==> src/rtl/vga_layer_compositor.sv <==
// VGA layer compositor: 800x525 raster timing with a PIX_DIV clock divider.
// Three rectangular objects (player 1, player 2, stage) are snapshotted once
// per frame. Each pixel is classified into a layer code by priority, and the
// code is registered together with sync, blanking and the pixel coordinates.
module vga_layer_compositor #(
    parameter int PIX_DIV = 2
) (
    input  logic        clock,
    input  logic        reset,
    input  logic [63:0] p1VGA,
    input  logic [63:0] p2VGA,
    input  logic [63:0] stageVGA,
    output logic        hsync,
    output logic        vsync,
    output logic        video_on,
    output logic [1:0]  layer,
    output logic [9:0]  pix_x,
    output logic [9:0]  pix_y,
    output logic        frame_start
);

    localparam logic [1:0] DIV_LAST = 2'(PIX_DIV - 1);
    localparam logic [9:0] H_LAST   = 10'd799;
    localparam logic [9:0] V_LAST   = 10'd524;
    localparam logic [9:0] H_VIS    = 10'd640;
    localparam logic [9:0] V_VIS    = 10'd480;
    localparam logic [9:0] HS_START = 10'd656;
    localparam logic [9:0] HS_END   = 10'd751;
    localparam logic [9:0] VS_START = 10'd490;
    localparam logic [9:0] VS_END   = 10'd491;

    // Rectangle hit test. The end coordinates are formed at 17 bits so that
    // x+w and y+h cannot wrap. An empty rectangle never hits.
    function automatic logic obj_hit(input logic [63:0] obj,
                                     input logic [9:0]  h,
                                     input logic [9:0]  v);
        logic [16:0] x_end;
        logic [16:0] y_end;
        logic        in_x;
        logic        in_y;
        logic        non_empty;
        x_end     = {1'b0, obj[63:48]} + {1'b0, obj[31:16]};
        y_end     = {1'b0, obj[47:32]} + {1'b0, obj[15:0]};
        in_x      = ({6'd0, h} >= obj[63:48]) && ({7'd0, h} < x_end);
        in_y      = ({6'd0, v} >= obj[47:32]) && ({7'd0, v} < y_end);
        non_empty = (obj[31:16] != 16'd0) && (obj[15:0] != 16'd0);
        obj_hit   = non_empty && in_x && in_y;
    endfunction

    logic [1:0]  div_r;
    logic [9:0]  hc_r;
    logic [9:0]  vc_r;
    logic [63:0] p1_shadow_r;
    logic [63:0] p2_shadow_r;
    logic [63:0] stage_shadow_r;
    logic        frame_start_r;
    logic [1:0]  layer_r;
    logic [9:0]  pix_x_r;
    logic [9:0]  pix_y_r;
    logic        hsync_r;
    logic        vsync_r;
    logic        video_on_r;

    logic        pix_en_s;
    logic        frame_end_s;
    logic        visible_s;
    logic        hsync_next_s;
    logic        vsync_next_s;
    logic        hit_p1_s;
    logic        hit_p2_s;
    logic        hit_stage_s;
    logic [1:0]  layer_next_s;

    assign pix_en_s     = (div_r == DIV_LAST);
    assign frame_end_s  = (hc_r == H_LAST) && (vc_r == V_LAST);
    assign visible_s    = (hc_r < H_VIS) && (vc_r < V_VIS);
    assign hsync_next_s = !((hc_r >= HS_START) && (hc_r <= HS_END));
    assign vsync_next_s = !((vc_r >= VS_START) && (vc_r <= VS_END));
    assign hit_p1_s     = obj_hit(p1_shadow_r, hc_r, vc_r);
    assign hit_p2_s     = obj_hit(p2_shadow_r, hc_r, vc_r);
    assign hit_stage_s  = obj_hit(stage_shadow_r, hc_r, vc_r);

    // Layer priority: P1 over P2 over stage; blank outside the visible area
    always_comb begin
        layer_next_s = 2'd0;
        if (!visible_s) begin
            layer_next_s = 2'd0;
        end else if (hit_p1_s) begin
            layer_next_s = 2'd3;
        end else if (hit_p2_s) begin
            layer_next_s = 2'd2;
        end else if (hit_stage_s) begin
            layer_next_s = 2'd1;
        end else begin
            layer_next_s = 2'd0;
        end
    end

    // Pixel-rate divider: pix_en_s is high for one clock in every PIX_DIV
    always_ff @(posedge clock) begin
        if (reset) begin
            div_r <= 2'd0;
        end else if (pix_en_s) begin
            div_r <= 2'd0;
        end else begin
            div_r <= div_r + 2'd1;
        end
    end

    // Raster position: hc wraps at 799, vc advances on each hc wrap and wraps at 524
    always_ff @(posedge clock) begin
        if (reset) begin
            hc_r <= 10'd0;
            vc_r <= 10'd0;
        end else if (pix_en_s) begin
            if (hc_r == H_LAST) begin
                hc_r <= 10'd0;
                if (vc_r == V_LAST) begin
                    vc_r <= 10'd0;
                end else begin
                    vc_r <= vc_r + 10'd1;
                end
            end else begin
                hc_r <= hc_r + 10'd1;
            end
        end
    end

    // Object snapshot at the last pixel of the frame, flagged by frame_start
    always_ff @(posedge clock) begin
        if (reset) begin
            p1_shadow_r    <= 64'd0;
            p2_shadow_r    <= 64'd0;
            stage_shadow_r <= 64'd0;
            frame_start_r  <= 1'b0;
        end else if (pix_en_s && frame_end_s) begin
            p1_shadow_r    <= p1VGA;
            p2_shadow_r    <= p2VGA;
            stage_shadow_r <= stageVGA;
            frame_start_r  <= 1'b1;
        end else begin
            frame_start_r  <= 1'b0;
        end
    end

    // Output stage: every output describes the same pixel and holds between pix_en
    always_ff @(posedge clock) begin
        if (reset) begin
            layer_r    <= 2'd0;
            pix_x_r    <= 10'd0;
            pix_y_r    <= 10'd0;
            hsync_r    <= 1'b1;
            vsync_r    <= 1'b1;
            video_on_r <= 1'b0;
        end else if (pix_en_s) begin
            layer_r    <= layer_next_s;
            pix_x_r    <= hc_r;
            pix_y_r    <= vc_r;
            hsync_r    <= hsync_next_s;
            vsync_r    <= vsync_next_s;
            video_on_r <= visible_s;
        end
    end

    assign hsync       = hsync_r;
    assign vsync       = vsync_r;
    assign video_on    = video_on_r;
    assign layer       = layer_r;
    assign pix_x       = pix_x_r;
    assign pix_y       = pix_y_r;
    assign frame_start = frame_start_r;

endmodule

==> config.mk <==
export PLATFORM = sky130hd
export DESIGN_NAME = vga_layer_compositor
export DESIGN_NICKNAME = d
export VERILOG_FILES = /design/src/rtl/vga_layer_compositor.sv
export SDC_FILE = /design/constraint.sdc
export NUM_CORES = 1
export LEC_CHECK = 0
export ABC_CLOCK_PERIOD_IN_PS = 3810
export CORE_MARGIN = 8
export CORE_UTILIZATION = 45
export CTS_CLUSTER_DIAMETER = 60
export CTS_CLUSTER_SIZE = 8
export DETAILED_ROUTE_END_ITERATION = 10
export GPL_TIMING_DRIVEN = 0
export PLACE_DENSITY = 0.69
export SYNTH_ARGS = -nofsm -noshare
export SYNTH_HDL_FRONTEND = slang
export SYNTH_SLANG_ARGS = --single-unit
==> constraint.sdc <==
create_clock -name clock -period 3.81 [get_ports clock]
set_input_delay 0.762 -clock clock [delete_from_list [all_inputs] [get_ports clock]]
set_output_delay 0.762 -clock clock [all_outputs]
set_load 0.005 [all_outputs]
==> results.txt, run 1 <==
The distinct cell type count of the synthesized netlist came out at 72. The number of DRC violations after detailed routing is 0. The min-delay analysis places its worst path in the category reg2reg.

The overall global routing resource usage is approximately a quarter. Setup repair after global routing could not meet its margin everywhere. Setup violations remaining at the end of the flow were counted as 0. The arithmetic-cell share of the synthesized area counting full adders, half adders and majority gates came out at between 10% and 20%. The count of clock tree sinks came out at 240.

The core region is around 33000 um2. The total power divided by cell area came out at 310 nW/um2. The maximum clock rate came out at about 260 MHz. The pin count of the biggest net entering global routing came out at 13. The cell count after synthesis came out at around 1700. IR analysis of the VDD net gives a maximum drop of about 290 uV.

The area growth from synthesis to layout is 27.8%. Measured along the x axis, the die boundary spans around 200 um. For this configuration, the core starts out at a cell density of 45.5%. For the pin with the worst max-slew slack, the measured transition is roughly 800 ps.

By area, the combinational part of the netlist is dominated by compound AO/OA/AOI/OAI gates. During synthesis, Yosys emitted a total of 0 warnings. Headroom to the max-slew limit came out at roughly 45%. The remaining antenna violation count after routing came out at 0.

The element type at the critical path start is a flop. The worst-case clock buffer depth is 3. The H-tree depth came out at 2. The number of design-rule violations left by the first detailed-router iteration is 886. The number of antenna violations at the first check in global routing came out at 1. The compound-gate portion of the synthesized area is around a quarter. On the final layout, the worst clock skew is slightly above 20 ps. The iteration count of the initial detailed-routing pass came out at 5. The height of the chip is 200 um. The total standard cell area after synthesis came out at approximately 15000 um2. The async set-or-reset flop fraction in the synthesized netlist came out at 0%. The routed length per placed instance came out at ~20 um. The critical path is of the reg2reg type. The final cycle utilization of the critical path is 99.1%.

The overall die area is ~40000 um2. Summed over all cells, the static leakage comes to 8.03 nW. For this run, the leading register cell type out of synthesis is sky130_fd_sc_hd__dfxtp_1. The wire length of the first global-routing pass came out at approximately 76000 um. Of all nets on the critical path, the largest fanout is 3.

The power spent charging and discharging nets is around 1.3 mW. For this block, the routed nets add up to between 40000 and 50000 um of wire. Averaged over all synthesized cells, the footprint is 8.88 um2. The number of enable flip-flop cells after synthesis came out at 0. The insertion delay to the later sink of the worst-skew pair is about 520 ps. The worst endpoint required time came out at between 4000 and 5000 ps. The via count of the first global-routing pass is 14200. The number of CTS-inserted buffers is 38.

The combinational cell fraction of total power is about 6.5%. The worst slack at placement came out at -489 ps. The critical path data arrival time came out at between 4000 and 5000 ps. The fraction of layout instances using a drive strength above 1 is slightly above 8%. The run finished with clean final reports. Leaving out fill and tap cells, the most frequent cells in the layout are sky130_fd_sc_hd__dfxtp_1, sky130_fd_sc_hd__clkdlybuf4s50_1, sky130_fd_sc_hd__ha_1, sky130_fd_sc_hd__a22o_1, sky130_fd_sc_hd__nand2_1. In the routed layout, each cell is associated on average with a via count of around 5.8. The total number of placement rows came out at 67. The clock share of power is roughly half. The number of nets in the layout is 2402. The final hold violation count was 0. The count of maximum capacitance violations is 0.

At the end of routability-driven placement, the weighted congestion stood at between 0.9 and 1. The internal power of the cells totals ~4.7 mW. The number of nets handed over by synthesis was approximately 2100. The repair_antennas step left the layout with diodes totalling 0. The share of total power dissipated in sequential elements is 42.2%.

The clock input transition at the sequential cells of the worst setup and hold paths is ~50 ps. The cts-stage hold buffer count is 0. The library cell used most frequently in the layout, excluding fill and tap cells, is sky130_fd_sc_hd__dfxtp_1.

220 I/O pins were placed. The smallest clock period supported by the final layout is computed as approximately 3800 ps. The global route total overflow came out at 0. The master cell of the clock root buffer is sky130_fd_sc_hd__clkbuf_16. The utilization after layout came out at about three fifths. The mux share of post-synthesis cell area is 2.06%. The layout filler cell count came out at around 2900. The simple-gate share of the synthesized area came out at ~15%. The type of destination of the critical path is a flop. TritonCTS built the clock tree.

The final route contains about 14000 vias. The net switching share of the total power came out at a little over a fifth. The number of max-slew violations in the final report is 0. The half-perimeter wire length of the detailed placement result is around 38000 um.

The number of flip-flops and latches in the synthesized netlist is 240. The post-synthesis sequential area ratio came out at 31.6%. The count of input and output buffers is about 220. The XOR/XNOR share of the synthesized area is a little under 4%. After layout, the worst setup slack is approximately 32 ps.
stage by stage:
stage	cell area (um2)	cells	setup TNS, ps	power [mW]	hold WS, ps
global placement	18000	2381	-472	2.98	412
global route	19500	2442	-248	6.20	442
CTS	19300	2439	-0.917	6.09	425
floorplan	15200	1715	0	2.70	404
detailed placement	18000	2381	-554	2.98	418
finish	19500	2442	0	6.03	421
flip-flops by register name, summed over array words and instances, names as in the netlist, 2 cells and up:
register	flops
div_r	2
layer	2
pix_y	10
hc_r	10
stage_shadow_r	64
p1_shadow_r	64
p2_shadow_r	64
pix_x	10
vc_r	10
kinds of logic after synthesis:
family / count (synthesis)
fa+ha+maj: 221
mux: 31
xor+xnor: 68
buf+inv: 153
simple gates: 465
flops: 240
compound gates: 537
critical path: stages, from the launching register on:
cell and delay (ps):
sky130_fd_sc_hd__dfxtp_2 330, sky130_fd_sc_hd__ha_1 280, sky130_fd_sc_hd__a21o_1 180, sky130_fd_sc_hd__a21oi_2 190
sky130_fd_sc_hd__o21ai_2 100, sky130_fd_sc_hd__a41oi_2 210, sky130_fd_sc_hd__nor2b_2 170, sky130_fd_sc_hd__xor2_1 180
sky130_fd_sc_hd__ha_2 220, sky130_fd_sc_hd__buf_4 130, sky130_fd_sc_hd__nor4_1 60, sky130_fd_sc_hd__a2111oi_4 210
sky130_fd_sc_hd__o311ai_2 180, sky130_fd_sc_hd__or4_4 440, sky130_fd_sc_hd__a211oi_2 170, sky130_fd_sc_hd__nand4_1 190
sky130_fd_sc_hd__o311ai_4 290, sky130_fd_sc_hd__nand3_1 100
layout make-up:
| cell class | count | area (um2) | share of cell area (%) |
|---|---|---|---|
| buffer | 60 | 259 | 1.33 |
| clock buffer | 40 | 990 | 5.09 |
| clock inverter | 7 | 91.3 | 0.470 |
| inverter | 92 | 345 | 1.78 |
| multi-input combinational | 1322 | 10100 | 51.9 |
| sequential | 240 | 4820 | 24.8 |
| tap | 448 | 561 | 2.88 |
| timing repair buffer | 233 | 2290 | 11.8 |
synthesized netlist by cell type, types with 21 or more instances:
cell | count | area share (%)
sky130_fd_sc_hd__nand3_1 | 27 | 0.89
sky130_fd_sc_hd__inv_1 | 91 | 2.2
sky130_fd_sc_hd__nand4_1 | 26 | 1.1
sky130_fd_sc_hd__nand2b_1 | 33 | 1.4
sky130_fd_sc_hd__nand2_1 | 130 | 3.2
sky130_fd_sc_hd__a22o_1 | 136 | 7.8
sky130_fd_sc_hd__xnor2_1 | 22 | 1.3
sky130_fd_sc_hd__nor3_1 | 21 | 0.69
sky130_fd_sc_hd__mux2i_1 | 29 | 1.9
sky130_fd_sc_hd__xor2_1 | 46 | 2.6
sky130_fd_sc_hd__o21ai_0 | 122 | 4.0
sky130_fd_sc_hd__a21oi_1 | 89 | 2.9
sky130_fd_sc_hd__clkbuf_1 | 32 | 0.79
sky130_fd_sc_hd__buf_2 | 27 | 0.89
sky130_fd_sc_hd__a21o_1 | 44 | 2.2
sky130_fd_sc_hd__nor2_1 | 115 | 2.8
sky130_fd_sc_hd__dfxtp_1 | 240 | 32
sky130_fd_sc_hd__ha_1 | 215 | 18
sky130_fd_sc_hd__nor4_1 | 39 | 1.6
power by group through the flow:
stage | sequential (mW) | combinational (mW) | clock [mW]
after floorplan | 2.58 | 0.116 | 0
after global placement | 2.59 | 0.388 | 0
after detailed placement | 2.59 | 0.390 | 0
after CTS | 2.54 | 0.395 | 3.15
after global routing | 2.54 | 0.420 | 3.24
final | 2.54 | 0.395 | 3.09
final timing paths:
check | slack (ps) | startpoint | depth (start not counted) | endpoint
setup / recovery | 30 | stage_shadow_r[1] | 17 | layer[0]
hold reg to reg | 420 | div_r[0] | 1 | div_r[0]
setup reg to reg | 30 | stage_shadow_r[1] | 17 | layer[0]
hold / removal | 420 | div_r[0] | 1 | div_r[0]
routing by layer:
layer	vias up	global-route usage, %	wire, um
met4	2	8.80	1850
met5	-	0	13
li1	6924	-	-
met1	6669	31.5	22000
met2	413	39.0	22000
met3	110	4.27	3110
repair_timing:
action                                  4_1_cts  5_1_grt
hold endpoints to repair                      0        0
pin swaps                                    25       16
resized for setup                            46       24
endpoints found under the setup margin        2       15
buffers inserted                             12        3
(Power assumes the default switching activity.)
==> run 2, diff against run 1 <==
Settings changed: CORE_MARGIN 8 to 5, PLACE_DENSITY 0.69 to 0.71.
==> run 2 against run 1 <==
Non-clock buffer count grew 16. Clock power shrank 2%. Sequential share of layout area shrank 0.26 points. Cell count grew 0.53%. Clock skew shrank 1.2 ps. Global-route usage grew 0.66 points. Largest cell class unchanged. Highest routed layer unchanged.
==> results.txt, run 2 (synthesized netlist as in run 1, its figures left out) <==
The flow ran to the end, and the final reports show no timing, DRC or antenna violations. The worst-case clock buffer depth is 3 (unchanged). The layout filler cell count came to 2900 (-0.79%). The number of nets in the layout is 2417 (+0.62%). The number of max-slew violations in the final report is 0 (unchanged). The final hold violation count came out at 0 (unchanged).

In the layout the commonest cells are sky130_fd_sc_hd__dfxtp_1, sky130_fd_sc_hd__clkdlybuf4s50_1, sky130_fd_sc_hd__ha_1, sky130_fd_sc_hd__a22o_1, sky130_fd_sc_hd__nand2_1. The insertion delay to the later sink of the worst-skew pair was 520 ps (about the same). The number of antenna repair diodes is 0 (unchanged). The worst voltage drop across the vdd grid is 353 uV (+22%). The number of design-rule violations left by the first detailed-router iteration came out at 1107 (+25%). Setup repair after global routing could not meet its margin everywhere.

STA classifies the critical path endpoint as a flop. In the final layout, the registers with the most flip-flops are p1_shadow_r: 64 flops, p2_shadow_r: 64 flops, stage_shadow_r: 64 flops. The worst clock skew came out at 19.3 ps (-1.18 ps). The total I/O pin count was 220 (unchanged). The shortest period the worst path allows came out at 3770 ps (-2.87 ps). The wire length of the first global-routing pass came out at 75800 um (-0.91%). The H-tree depth is 2 (unchanged).

The final weighted congestion of routability-driven global placement came out at 0.895 (-1.5%). The global route total overflow is 0 (unchanged). The area taken by flip-flops and latches came to 4850 um2 (+0.44%). The power after layout is 5.95 mW (-1.3%). The maximum clock rate came to 265 MHz (about the same). The post-synthesis to final-layout area growth came out at 29.7%. The width of the die is 194 um (-3.0%). The count of maximum capacitance violations came out at 0 (unchanged). The worst hold slack came out at 431 ps (+10.1 ps). The count of clock tree sinks was 240 (unchanged). The overall global routing resource usage came out at 24.6% (+0.66 points).

The worst max-slew margin expressed relative to the limit is 36.3% (-8.7 points). The total wirelength of the detailed-routed design came out at 49100 um (+0.36%). The cell leakage power is 8.07 nW (+0.55%). The routed via count divided by cell count is 5.82 (+0.69%). Leaving out fill and tap cells, the most frequent cell in the layout is sky130_fd_sc_hd__dfxtp_1. The clock input transition at the sequential cells of the worst setup and hold paths was 50 ps (about the same). The core region area came out at 33400 um2 (unchanged). The remaining antenna violation count after routing came out at 0 (unchanged).

The setup TNS after final layout was 0 ps (unchanged). The pin slew with the least headroom to its limit is 954 ps (+130 ps). The worst endpoint required time is 4270 ps (+80 ps). The half-perimeter wire length of the detailed placement result came to 37400 um (-1.8%).

The fraction of layout instances using a drive strength above 1 is 10.7% (+2.4 points). The element type at the critical path start is a flop. The area of the multi-input gates came to 10300 um2 (+1.9%). The critical path is of the reg2reg type. The routed length per placed instance came out at 20.0 um (-0.17%).

The via count came to 14300 (+1.2%). The via count of the first global-routing pass came out at 14100 (-1.1%). The total power divided by cell area is 302 nW/um2 (-2.7%). The kind of path behind the tightest hold check is reg2reg. The final cycle utilization of the critical path was 99.1% (about the same). The overall die area came out at 37600 um2 (-5.9%).

The number of CTS-inserted buffers came to 37 (-2.6%). The count of input and output buffers came out at 218 (unchanged). The final setup violation count is 0 (unchanged).

The height of the chip is 194 um (-3.0%). The number of antenna violations at the first check in global routing is 1 (unchanged). The number of DRC violations after detailed routing came to 0 (unchanged). The highest fanout seen on the critical path is 4 (+1).

The root buffer cell chosen for the clock tree is sky130_fd_sc_hd__clkbuf_16. TritonCTS built the clock tree. The iteration count of the initial detailed-routing pass came out at 6 (+1). The total number of placement rows came out at 67 (unchanged). The pin count of the biggest net entering global routing came out at 13 (unchanged). The critical path data arrival time is 4230 ps (+70 ps). The initial standard-cell utilization of the core is 45.5% (unchanged).
run 2: cell count changes in the layout (fill, tap and decap cells not counted), sizes merged:
cell,change
buf,+16
bufinv,-1
clkinvlp,+1
clkinv,-3
run 2: cell type report:
class	instances	share of cell area [%]
buffer	60	1.31
clock buffer	40	5.01
clock inverter	4	0.272
inverter	92	1.75
multi-input combinational	1322	52.0
sequential	240	24.5
tap	448	2.84
timing repair buffer	249	12.2
run 2: final timing paths:
path | slack, ps | from | end | depth (start not counted)
setup reg to reg | 40 | stage_shadow_r[17] | layer[0] | 17
hold reg to reg | 430 | div_r[0] | div_r[0] | 1
hold / removal | 430 | div_r[0] | div_r[0] | 1
setup / recovery | 40 | stage_shadow_r[17] | layer[0] | 17
run 2: where the power goes:
group / leakage (nW) / switching [mW] / internal, mW
Clock: 0.507 / 1.14 / 1.88
Sequential: 1.95 / 0.0156 / 2.52
Combinational: 5.62 / 0.160 / 0.232
Total: 8.07 / 1.32 / 4.63
run 2: metal layers:
metal  part of all wire [%]  track usage (%)  vias to the layer above
met5                  0.022                0                        -
met4                    3.2             7.76                        2
met3                    6.1             3.81                       91
met2                     46             40.5                      462
met1                     45             33.5                     6776
li1                       -                -                     6960
run 2: timing repair:
| action | CTS | global route |
|---|---|---|
| hold buffers | 0 | 0 |
| endpoints found under the setup margin | 2 | 2 |
| buffers inserted | 15 | 16 |
| resized for setup | 52 | 66 |
| pin swaps | 26 | 40 |
run 2: critical path, stage by stage (launching register included):
cell                        delay [ps]
sky130_fd_sc_hd__dfxtp_4           370
sky130_fd_sc_hd__ha_4              250
sky130_fd_sc_hd__a21oi_4           130
sky130_fd_sc_hd__o211ai_1          140
sky130_fd_sc_hd__o41a_1            420
sky130_fd_sc_hd__and2_1            160
sky130_fd_sc_hd__o21ai_0           140
sky130_fd_sc_hd__nand2b_1           90
sky130_fd_sc_hd__xnor2_1           140
sky130_fd_sc_hd__ha_1              190
sky130_fd_sc_hd__or4_1             390
sky130_fd_sc_hd__a21oi_1           110
sky130_fd_sc_hd__o21ai_0           100
sky130_fd_sc_hd__o211ai_1           90
sky130_fd_sc_hd__nor4_1            100
sky130_fd_sc_hd__a2111oi_2         550
sky130_fd_sc_hd__o311ai_4          210
sky130_fd_sc_hd__nand3_1           130
run 2: per-stage QoR:
step,instance area [um2],cells,setup slack [ps],utilization [%]
after global placement,18000,2381,-435,53.7
after global routing,19700,2455,-99.6,59.0
after detailed placement,18000,2381,-492,53.7
final,19700,2455,35.3,59.0
after floorplan,15200,1715,190,-
after CTS,19300,2439,0.0937,57.8
==> run 3, diff against run 2 <==
Settings changed: GPL_TIMING_DRIVEN 0 to default, SLEW_MARGIN from default to 20.
==> run 3 against run 2 <==
Combinational power up 1%. Design area decreased by 2.0%. Via count is 2.2% lower. Wire length decreased by 4.9%. Die area stayed put. Sequential power about the same. Maximum frequency increased by 3.4%.
==> results.txt, run 3 (synthesized netlist as in run 1, its figures left out) <==
The layout filler cell count is 2971 (+2.4%). The overall die area is 37600 um2 (unchanged). The iteration count of the initial detailed-routing pass is 5 (-1).

The library cell used most frequently in the layout, excluding fill and tap cells, is sky130_fd_sc_hd__dfxtp_1. The wire length of the first global-routing pass is 74300 um (-2.0%). The pin count of the biggest net entering global routing came to 82 (+69). The run finished with clean final reports. The depth of the worst register-to-register path came to 18 (+1). The worst voltage drop across the vdd grid came out at 256 uV (-28%). The longest individual stage delay on the worst path is 380 ps (-170 ps). The worst endpoint required time came to 4260 ps (about the same). The number of DRC violations after detailed routing was 0 (unchanged).

The register-to-register setup slack is 160 ps (+120 ps). The critical path data arrival time was 4110 ps (-120 ps). The worst-case clock buffer depth came to 3 (unchanged).

The via count of the first global-routing pass is 13900 (-1.0%). In this design, the critical path's most frequently occurring cell is sky130_fd_sc_hd__o2111ai_2. The number of antenna violations at the first check in global routing came to 2 (+1).

The setup TNS after final layout was 0 ps (unchanged). The worst clock skew is 18.1 ps (-1.23 ps). The overall global routing resource usage came out at 23.7% (-0.92 points). The total wirelength of the detailed-routed design is 46700 um (-4.9%). The number of max-slew violations in the final report is 0 (unchanged).

The H-tree depth is 2 (unchanged). The worst max-slew margin expressed relative to the limit came out at 46.8% (+10 points). For hold timing, the worst endpoint is div_r[0]. The utilization after layout is 57.8% (-1.2 points). The startpoint identified for the worst hold timing path is div_r[0]. The number of nets in the layout came to 2367 (-2.1%). The clock input transition at the sequential cells of the worst setup and hold paths came out at 50 ps (about the same). The final cycle utilization of the critical path is 95.9% (-3.2 points). The remaining antenna violation count after routing came out at 0 (unchanged). The post-synthesis to final-layout area growth is 27.1%.

The signal on the critical path passes through ha_2 > inv_1 > fa_2 > nor2b_2 > o31a_1 > o211ai_2 > a21oi_1 > nor2_1 > xor2_1 > ha_1 > nor3_1 > a2111oi_2 > nand4_1 > nor4_2 > o2111ai_2 > o2111ai_2 > o311ai_1 > nand3_1. The routed via count divided by cell count came out at 5.81 (-0.27%). The maximum clock rate is 274 MHz (+3.4%). The count of maximum capacitance violations was 0 (unchanged).

The total number of placement rows came out at 67 (unchanged). The worst setup path is captured at a flop. The pin slew with the least headroom to its limit is 797 ps (-157 ps). The shortest period the worst path allows is 3650 ps (-123 ps). The total instance count after detailed placement was 2354 (-1.1%).

The initial standard-cell utilization of the core came to 45.5% (unchanged). The sum of met2 wire segment lengths after detailed routing is 20800 um (-7.2%). The final setup violation count was 0 (unchanged). The total I/O pin count is 220 (unchanged). The area of the multi-input gates is 10000 um2 (-2.6%). The width of the die came to 194 um (unchanged). The total power divided by cell area is 307 nW/um2 (+1.8%).

In this run the critical register-to-register path is launched from p2_shadow_r[32]. The count of clock tree sinks was 240 (unchanged). In this run the critical register-to-register path is captured at layer[0]. The tightest min-delay check is of the reg2reg type. The wire length on met1 was 21700 um (-1.8%). The final weighted congestion of routability-driven global placement came out at 0.936 (+4.6%).

The number of stages on the worst hold path is 1 (unchanged). The final hold violation count came out at 0 (unchanged). In the final layout, the registers with the most flip-flops are p1_shadow_r: 64 flops, p2_shadow_r: 64 flops, stage_shadow_r: 64 flops. The worst setup path is launched from a flop. The height of the chip was 194 um (unchanged). The cell leakage power is 7.99 nW (-1.1%). The number of design-rule violations left by the first detailed-router iteration was 972 (-12%). The number of CTS-inserted buffers is 37 (unchanged). The highest fanout seen on the critical path came out at 3 (-1). The half-perimeter wire length of the detailed placement result was 35500 um (-4.9%).

The count of input and output buffers came out at 219 (+0.46%). The routed wire length on met3 came out at 2790 um (-6.2%). The critical path class is reg2reg. The fraction of layout instances using a drive strength above 1 came out at 7.91% (-2.8 points). The routed length per placed instance is 19.4 um (-3.0%).

In the layout the commonest cells are sky130_fd_sc_hd__dfxtp_1, sky130_fd_sc_hd__clkdlybuf4s50_1, sky130_fd_sc_hd__ha_1, sky130_fd_sc_hd__a22o_1, sky130_fd_sc_hd__nand2_1. The insertion delay to the later sink of the worst-skew pair came out at 520 ps (about the same). The master cell of the clock root buffer is sky130_fd_sc_hd__clkbuf_16. The core region area is 33400 um2 (unchanged). The area taken by flip-flops and latches was 4810 um2 (-0.65%). The count of non-filler cells in the finished layout came out at 2408 (-1.9%).

The via count is 14000 (-2.2%). The number of antenna repair diodes came out at 0 (unchanged). The slowest stage of the critical path is the sky130_fd_sc_hd__fa_2 cell. The global route total overflow is 0 (unchanged). In this run the top signal layer used is met5. TritonCTS built the clock tree.
[run 3: cell count changes in the layout (fill, tap and decap cells not counted), sizes merged]
cell	change
clkdlybuf4s50	+1
clkinvlp	-1
clkinv	+1
buf	-20
clkbuf	-28
[run 3: stage by stage]
stage	cell area, um2	hold slack, ps	setup WS (ps)	total power [mW]
final	19300	433	158	5.94
after global routing	19300	459	-17.2	6.12
after CTS	19100	434	10.1	6.00
after detailed placement	18000	427	-75.0	2.98
after global placement	18000	419	93.4	2.98
after floorplan	15200	404	190	2.70
[run 3: worst max-delay path: cells and delay by family (launching register included)]
family / cells / cell delay, ps
compound gates: 7 / 1360
fa+ha+maj: 3 / 880
simple gates: 6 / 780
flops: 1 / 370
xor+xnor: 1 / 140
buf+inv: 1 / 60
[run 3: worst max path at each step]
stage | slack, ps | startpoint | to
6_report | 160 | p2_shadow_r[32] | layer[0]
5_1_grt | -20 | p2_shadow_r[0] | layer[0]
4_1_cts | 10 | p2_shadow_r[20] | layer[0]
3_5_place_dp | -80 | p2_shadow_r[0] | layer[0]
3_3_place_gp | 90 | stage_shadow_r[1] | layer[0]
2_1_floorplan | 190 | stage_shadow_r[6] | layer[0]
[run 3: what timing repair did]
action | CTS | global route
setup buffers | 0 | 7
setup endpoints to repair | 1 | 2
hold buffers | 0 | 0
resized for setup | 7 | 51
pin swaps | 2 | 31
[run 3: report_power, final]
group,switching [mW],internal [mW]
Clock,1.13,1.88
Sequential,0.00864,2.52
Combinational,0.158,0.239
[run 3: per-layer routing]
| metal | vias to the layer above | global-route usage [%] |
|---|---|---|
| met3 | 96 | 4.45 |
| met1 | 6575 | 32.6 |
| met5 | - | 0 |
| li1 | 6860 | - |
| met4 | 4 | 7.73 |
| met2 | 445 | 37.8 |
[run 3: layout make-up]
class | count | share of cell area (%)
tap | 448 | 2.90
clock buffer | 43 | 5.12
sequential | 240 | 24.9
multi-input combinational | 1322 | 51.8
timing repair buffer | 259 | 13.3
clock inverter | 4 | 0.265
inverter | 92 | 1.79
